<file path="src/rtl/peripheral_dbg_soc_bb_arbiter.sv">
// peripheral_dbg_soc_bb_arbiter
// Shares one Blackbone synchronous-SRAM port between NREQ CPU-side requesters
// and one debug (MAM) requester. Debug has fixed priority, CPU requesters are
// served round-robin. Ownership is registered; an owner keeps the port while
// its enable stays high, limited to MAX_HOLD accesses whenever others wait.
//
// Ports:
//   bb_clk_i, bb_rst_ni          clock, asynchronous active-low reset
//   req_addr/din/en/we_i         packed CPU requester buses (requester i at slice i)
//   req_gnt_o, req_rvalid_o      one-hot grant, per-requester read valid
//   req_dout_o                   broadcast read data
//   dbg_addr/din/en/we_i         MAM request
//   dbg_gnt_o, dbg_rvalid_o      MAM grant / read valid
//   dbg_dout_o                   MAM read data
//   mem_addr/din/en/we_o         memory macro request
//   mem_dout_i                   memory read data, one cycle after a read
//   conflict_cnt_o               only with PERIPHERAL_DBG_SOC_BB_ARB_STATS_EN defined:
//                                saturating count of cycles where an enabled
//                                requester is not the owner
module peripheral_dbg_soc_bb_arbiter #(
    parameter int unsigned AW       = 32,
    parameter int unsigned DW       = 32,
    parameter int unsigned NREQ     = 2,
    parameter int unsigned MAX_HOLD = 16
) (
    input  logic             bb_clk_i,
    input  logic             bb_rst_ni,
    input  logic [NREQ*AW-1:0] req_addr_i,
    input  logic [NREQ*DW-1:0] req_din_i,
    input  logic [NREQ-1:0]  req_en_i,
    input  logic [NREQ-1:0]  req_we_i,
    output logic [NREQ-1:0]  req_gnt_o,
    output logic [NREQ-1:0]  req_rvalid_o,
    output logic [DW-1:0]    req_dout_o,
    input  logic [AW-1:0]    dbg_addr_i,
    input  logic [DW-1:0]    dbg_din_i,
    input  logic             dbg_en_i,
    input  logic             dbg_we_i,
    output logic             dbg_gnt_o,
    output logic             dbg_rvalid_o,
    output logic [DW-1:0]    dbg_dout_o,
    output logic [AW-1:0]    mem_addr_o,
    output logic [DW-1:0]    mem_din_o,
    output logic             mem_en_o,
    output logic             mem_we_o,
    input  logic [DW-1:0]    mem_dout_i
`ifdef PERIPHERAL_DBG_SOC_BB_ARB_STATS_EN
    ,
    output logic [15:0]      conflict_cnt_o
`endif
);

    localparam int unsigned PtrW  = (NREQ > 1) ? $clog2(NREQ) : 1;
    localparam int unsigned HoldW = (MAX_HOLD > 1) ? $clog2(MAX_HOLD) : 1;
    localparam logic [HoldW-1:0] HoldLast = HoldW'(MAX_HOLD - 1);

    typedef enum logic [1:0] {StIdle, StOwnDbg, StOwnReq} state_e;

    state_e            r_state;
    logic [PtrW-1:0]   r_owner;
    logic [PtrW-1:0]   r_ptr;
    logic [HoldW-1:0]  r_hold;
    logic [NREQ-1:0]   r_rv_req;
    logic              r_rv_dbg;

    logic              w_owner_en;
    logic              w_owner_we;
    logic [AW-1:0]     w_owner_addr;
    logic [DW-1:0]     w_owner_din;
    logic [NREQ-1:0]   w_gnt_req;
    logic              w_access;
    logic              w_other_pend;
    logic              w_expire;
    logic              w_arb;
    logic [NREQ-1:0]   w_cand_req;
    logic              w_cand_dbg;
    logic              w_rr_found;
    logic [PtrW-1:0]   w_rr_idx;
    logic [PtrW-1:0]   w_rr_scan;
    logic [PtrW-1:0]   w_rr_next;

    always_comb begin
        for (int unsigned i = 0; i < NREQ; i++) begin
            w_gnt_req[i] = (r_state == StOwnReq) && (32'(r_owner) == i);
        end
    end

    // Mux the current owner's request onto the memory port.
    always_comb begin
        w_owner_en   = 1'b0;
        w_owner_we   = 1'b0;
        w_owner_addr = '0;
        w_owner_din  = '0;
        unique case (r_state)
            StOwnDbg: begin
                w_owner_en   = dbg_en_i;
                w_owner_we   = dbg_we_i;
                w_owner_addr = dbg_addr_i;
                w_owner_din  = dbg_din_i;
            end
            StOwnReq: begin
                w_owner_en   = req_en_i[r_owner];
                w_owner_we   = req_we_i[r_owner];
                w_owner_addr = req_addr_i[r_owner*AW +: AW];
                w_owner_din  = req_din_i[r_owner*DW +: DW];
            end
            default: ;
        endcase
    end

    assign w_access = (r_state != StIdle) && w_owner_en;

    assign w_other_pend = (r_state == StOwnDbg) ? (|req_en_i)
                                                : (dbg_en_i || (|(req_en_i & ~w_gnt_req)));
    assign w_expire = w_access && (r_hold == HoldLast) && w_other_pend;
    assign w_arb    = (r_state == StIdle) || !w_owner_en || w_expire;

    // The current owner is never a candidate: either it released (en low)
    // or it expired and must step aside.
    assign w_cand_req = req_en_i & ~w_gnt_req;
    assign w_cand_dbg = dbg_en_i && (r_state != StOwnDbg);

    always_comb begin
        w_rr_found = 1'b0;
        w_rr_idx   = '0;
        w_rr_scan  = '0;
        for (int unsigned k = 0; k < NREQ; k++) begin
            w_rr_scan = PtrW'((32'(r_ptr) + k) % NREQ);
            if (!w_rr_found && w_cand_req[w_rr_scan]) begin
                w_rr_found = 1'b1;
                w_rr_idx   = w_rr_scan;
            end
        end
    end

    assign w_rr_next = PtrW'((32'(w_rr_idx) + 32'd1) % NREQ);

    always_ff @(posedge bb_clk_i or negedge bb_rst_ni) begin
        if (!bb_rst_ni) begin
            r_state  <= StIdle;
            r_owner  <= '0;
            r_ptr    <= '0;
            r_hold   <= '0;
            r_rv_req <= '0;
            r_rv_dbg <= 1'b0;
        end else begin
            // Read valid follows the access cycle, independent of later owner changes.
            r_rv_dbg <= w_access && (r_state == StOwnDbg) && !w_owner_we;
            r_rv_req <= (w_access && !w_owner_we) ? w_gnt_req : '0;
            if (w_arb) begin
                r_hold <= '0;
                if (w_cand_dbg) begin
                    r_state <= StOwnDbg;
                end else if (w_rr_found) begin
                    r_state <= StOwnReq;
                    r_owner <= w_rr_idx;
                    r_ptr   <= w_rr_next;
                end else begin
                    r_state <= StIdle;
                end
            end else if (w_access && (r_hold != HoldLast)) begin
                // Saturate so an uncontended stream expires on its next access
                // once someone else starts waiting.
                r_hold <= r_hold + HoldW'(1);
            end
        end
    end

    assign req_gnt_o    = w_gnt_req;
    assign req_rvalid_o = r_rv_req;
    assign req_dout_o   = mem_dout_i;
    assign dbg_gnt_o    = (r_state == StOwnDbg);
    assign dbg_rvalid_o = r_rv_dbg;
    assign dbg_dout_o   = mem_dout_i;
    assign mem_addr_o   = w_owner_addr;
    assign mem_din_o    = w_owner_din;
    assign mem_en_o     = w_access;
    assign mem_we_o     = w_owner_we;

`ifdef PERIPHERAL_DBG_SOC_BB_ARB_STATS_EN
    logic [15:0] r_conflict_cnt;
    logic        w_conflict;

    assign w_conflict = (dbg_en_i && (r_state != StOwnDbg)) || (|(req_en_i & ~w_gnt_req));

    always_ff @(posedge bb_clk_i or negedge bb_rst_ni) begin
        if (!bb_rst_ni) begin
            r_conflict_cnt <= '0;
        end else if (w_conflict && (r_conflict_cnt != 16'hFFFF)) begin
            r_conflict_cnt <= r_conflict_cnt + 16'd1;
        end
    end

    assign conflict_cnt_o = r_conflict_cnt;
`endif

endmodule
</file>
<file path="config.mk">
export PLATFORM = sky130hd
export DESIGN_NAME = peripheral_dbg_soc_bb_arbiter
export DESIGN_NICKNAME = d
export VERILOG_FILES = /design/src/rtl/peripheral_dbg_soc_bb_arbiter.sv
export SDC_FILE = /design/constraint.sdc
export NUM_CORES = 1
export LEC_CHECK = 0
export BUFFER_PORTS_ARGS = -buffer_cell sky130_fd_sc_hd__buf_2
export CORE_AREA = 2 2 143 145
export CTS_CLUSTER_SIZE = 12
export DETAILED_ROUTE_END_ITERATION = 10
export DIE_AREA = 0 0 145 147
export PLACE_DENSITY = 0.48
export SYNTH_ARGS = -nofsm -noshare
export SYNTH_HDL_FRONTEND = slang
export SYNTH_SLANG_ARGS = --single-unit
</file>
<file path="constraint.sdc">
create_clock -name bb_clk_i -period 2.66 [get_ports bb_clk_i]
set_input_delay 0.399 -clock bb_clk_i [delete_from_list [all_inputs] [get_ports bb_clk_i]]
set_output_delay 0.399 -clock bb_clk_i [all_outputs]
set_load 0.01 [all_outputs]
</file>
==> flow_summary.ini <==
[outcome]
status = finished clean

[final_layout]
layout-drive-gt1-share_pct = 66.5
fill_cells = 2212
final_area_mm2 = 0.00410
syn_to_final_growth_pct = 43.1
nets = 776
instances_no_fill = 809

[sta]
finalCriticalPeriod_ns = 2.37
report.final.slew_viol_count = 0
tns_ns = 0
hold_violations = 0
fmax_mhz = 422
post-route-period-util_pct = 89.1
clock_skew_ns = 0.00227
slew_headroom_pct = 62.6
worstMarginPinSlew_ns = 0.559
rsz0062_at_grt = no
setup_viol = 0

[global_route]
grt_pass1_vias = 3190
antenna_found_initial = 1
grt_usage_pct = 9.31
grt_overflow_total = 0
grt_pass1_wl_um = 16300
grt_max_degree = 35

[synthesis]
synthDistinctLibCells = 32
ys_seq_area_share_pct = 9.61
syn_nets = 586
syn_area_mm2 = 0.00287
postSynthCellCount = 349
synthArstFlopShare_pct = 100
avgSynthCellArea_um2 = 8.21
synth_ff_type = dfrtp_1
synth_edf_count = 0
ys_ff_latch = 11
synth_warnings = 0

[worst_setup_path]
required_ns = 2.26
worst_path_dominant_cell_family = buffers and inverters
critPathBufInv = 2
worst-setup-path-type = reg -> out
slowest_delay_ns = 0.43
crit_fanout = 34
cp-start-kind = flip-flop
worst_setup_path_end_kind = primary output
crit_chain = buf_4 > mux2_2 > a22oi_1 > nor2b_1 > buf_2
slowest_stage = dfrtp_2
cp.arrival_ns = 1.97

[cts]
cts_buffer_depth = 2
post_cts_buffers = 0
cts_root_buf = clkbuf_16
clk_transition_reported_paths_ns = 0.04
ctsHtreeMaxLevel = 1
cts_sinks = 11
insertion_delay_ns = 0.24
cts_inserted_buffers = 3
cts_hold_buf = 0
cts_tree = built
postCtsResizedCells = 0

[floorplanning]
die_h_um = 147
die_w_um = 145
start_util_pct = 14.4
die-area_mm2 = 0.0213
ios = 368
core_area_mm2 = 0.0198
rows = 52

[placement]
place_hpwl_um = 9040
routabilityCongestion = 0.748
io_buffer_count = 271
placed_cell_area_mm2 = 0.00402
dp_cells = 804

[min_path]
hold_class = in -> async

[flow_run]
cap_viol_max_count = 0

[detailed_routing]
first_pass_iters = 4
drc = 0
vias = 3224
detail-route-antenna-nets = 0
routed_via_density = 3.99
wl_per_cell_um = 13.4
initialDrtViolationCount = 112
wl_um = 10800

[power]
peakVddDrop_v = 0.000355
leakagePower_nw = 2.01
power_density_mw_per_mm2 = 927
metrics by stage:
step           worst slack [ns]  power (W)  util, %  hold WS, ns
2_1_floorplan             0.508    0.00261        -        0.103
3_3_place_gp              0.501    0.00358     20.3        0.296
3_5_place_dp              0.492    0.00355     20.3        0.295
4_1_cts                   0.221    0.00384     20.7       0.0375
5_1_grt                   0.125    0.00412     20.7       0.0523
6_report                  0.291    0.00380     20.7       0.0268
layout by cell type, fill, tap and decap left out, drive strengths merged:
| master | instances |
|---|---|
| xnor2 | 1 |
| nor2 | 8 |
| clkbuf | 4 |
| o21ai | 4 |
| ha | 5 |
| a22oi | 65 |
| a211oi | 1 |
| buf | 279 |
| nor3 | 2 |
| nand3b | 1 |
| diode | 1 |
| mux2 | 66 |
| a2111oi | 1 |
| nor2b | 66 |
| dfrtp | 11 |
| mux2i | 3 |
| a31oi | 2 |
| nor4 | 1 |
| nand2 | 6 |
| a21oi | 1 |
| inv | 6 |
| o41ai | 1 |
| nand4b | 1 |
| or2b | 1 |
| nand3 | 2 |
cells in the mapped netlist (2+ instances only):
cell type / instances / share of area [%]
o21ai_0: 3 / 0.52
inv_1: 6 / 0.79
nor3_1: 2 / 0.35
a22oi_1: 65 / 17
buf_1: 5 / 0.66
mux2i_1: 3 / 1.0
nand2_1: 4 / 0.52
mux2_2: 65 / 26
buf_2: 5 / 0.87
nand3_1: 2 / 0.35
a31oi_1: 2 / 0.44
nor2_1: 8 / 1.0
nor2b_1: 66 / 14
clkbuf_1: 18 / 2.4
dfrtp_1: 11 / 9.6
buf_4: 64 / 17
ha_1: 5 / 2.2
report_power, final:
group	switching [W]	leakage [nW]	internal, W
Clock	0.0000771	0.0382	0.000202
Sequential	0.0000369	0.144	0.000210
Combinational	0.00171	1.83	0.00156
Total	0.00183	2.01	0.00197
worst paths after layout:
kind | startpoint | to | slack [ns] | depth (start not counted)
max | r_owner | mem_we_o | 0.29 | 5
min | bb_rst_ni | r_hold[0] | 0.03 | 1
max reg2reg | r_state[0] | r_owner | 0.61 | 7
min reg2reg | r_hold[3] | r_hold[3] | 0.52 | 1
max in group asynchronous | bb_rst_ni | r_owner | 2.40 | 1
min in group bb_clk_i | r_hold[3] | r_hold[3] | 0.52 | 1
area by class of cell:
class                   instances  area (um^2)  area share, %
clock buffers                   4         78.8           1.92
flip-flops and latches         11          277           6.74
diodes                          1         2.50         0.0610
well taps                     270          338           8.24
multi-input cells             238         1970           48.0
repair buffers                279         1420           34.5
inverters                       6         22.5          0.549
flip-flops by register name, indices dropped and copies added, names as in the netlist:
register,flops
r_ptr,1
r_state,2
r_hold,4
r_owner,1
req_rvalid_o,2
dbg_rvalid_o,1
cells by family (layout without fill, tap and decap cells):
kind of cell	count (synthesis)	in the layout	share of synthesized area, %
buffers and inverters	100	289	22.0
and+or+nand+nor	88	88	18.7
AOI/OAI and AO/OA	75	75	20.1
muxes	69	69	27.1
DFF	11	11	9.61
adders and majority gates	5	5	2.18
xor gates and xnor gates	1	1	0.306
other	0	1	0
routing by layer:
layer  share of wire, %  GRT usage (%)  vias to the layer above
li1                   -              -                     1564
met5                  0              0                        -
met4                2.0           2.72                        0
met3                 11           3.39                       21
met2                 49           17.1                      211
met1                 39           10.0                     1428
Note: power is estimated with default switching activity, not from simulation.
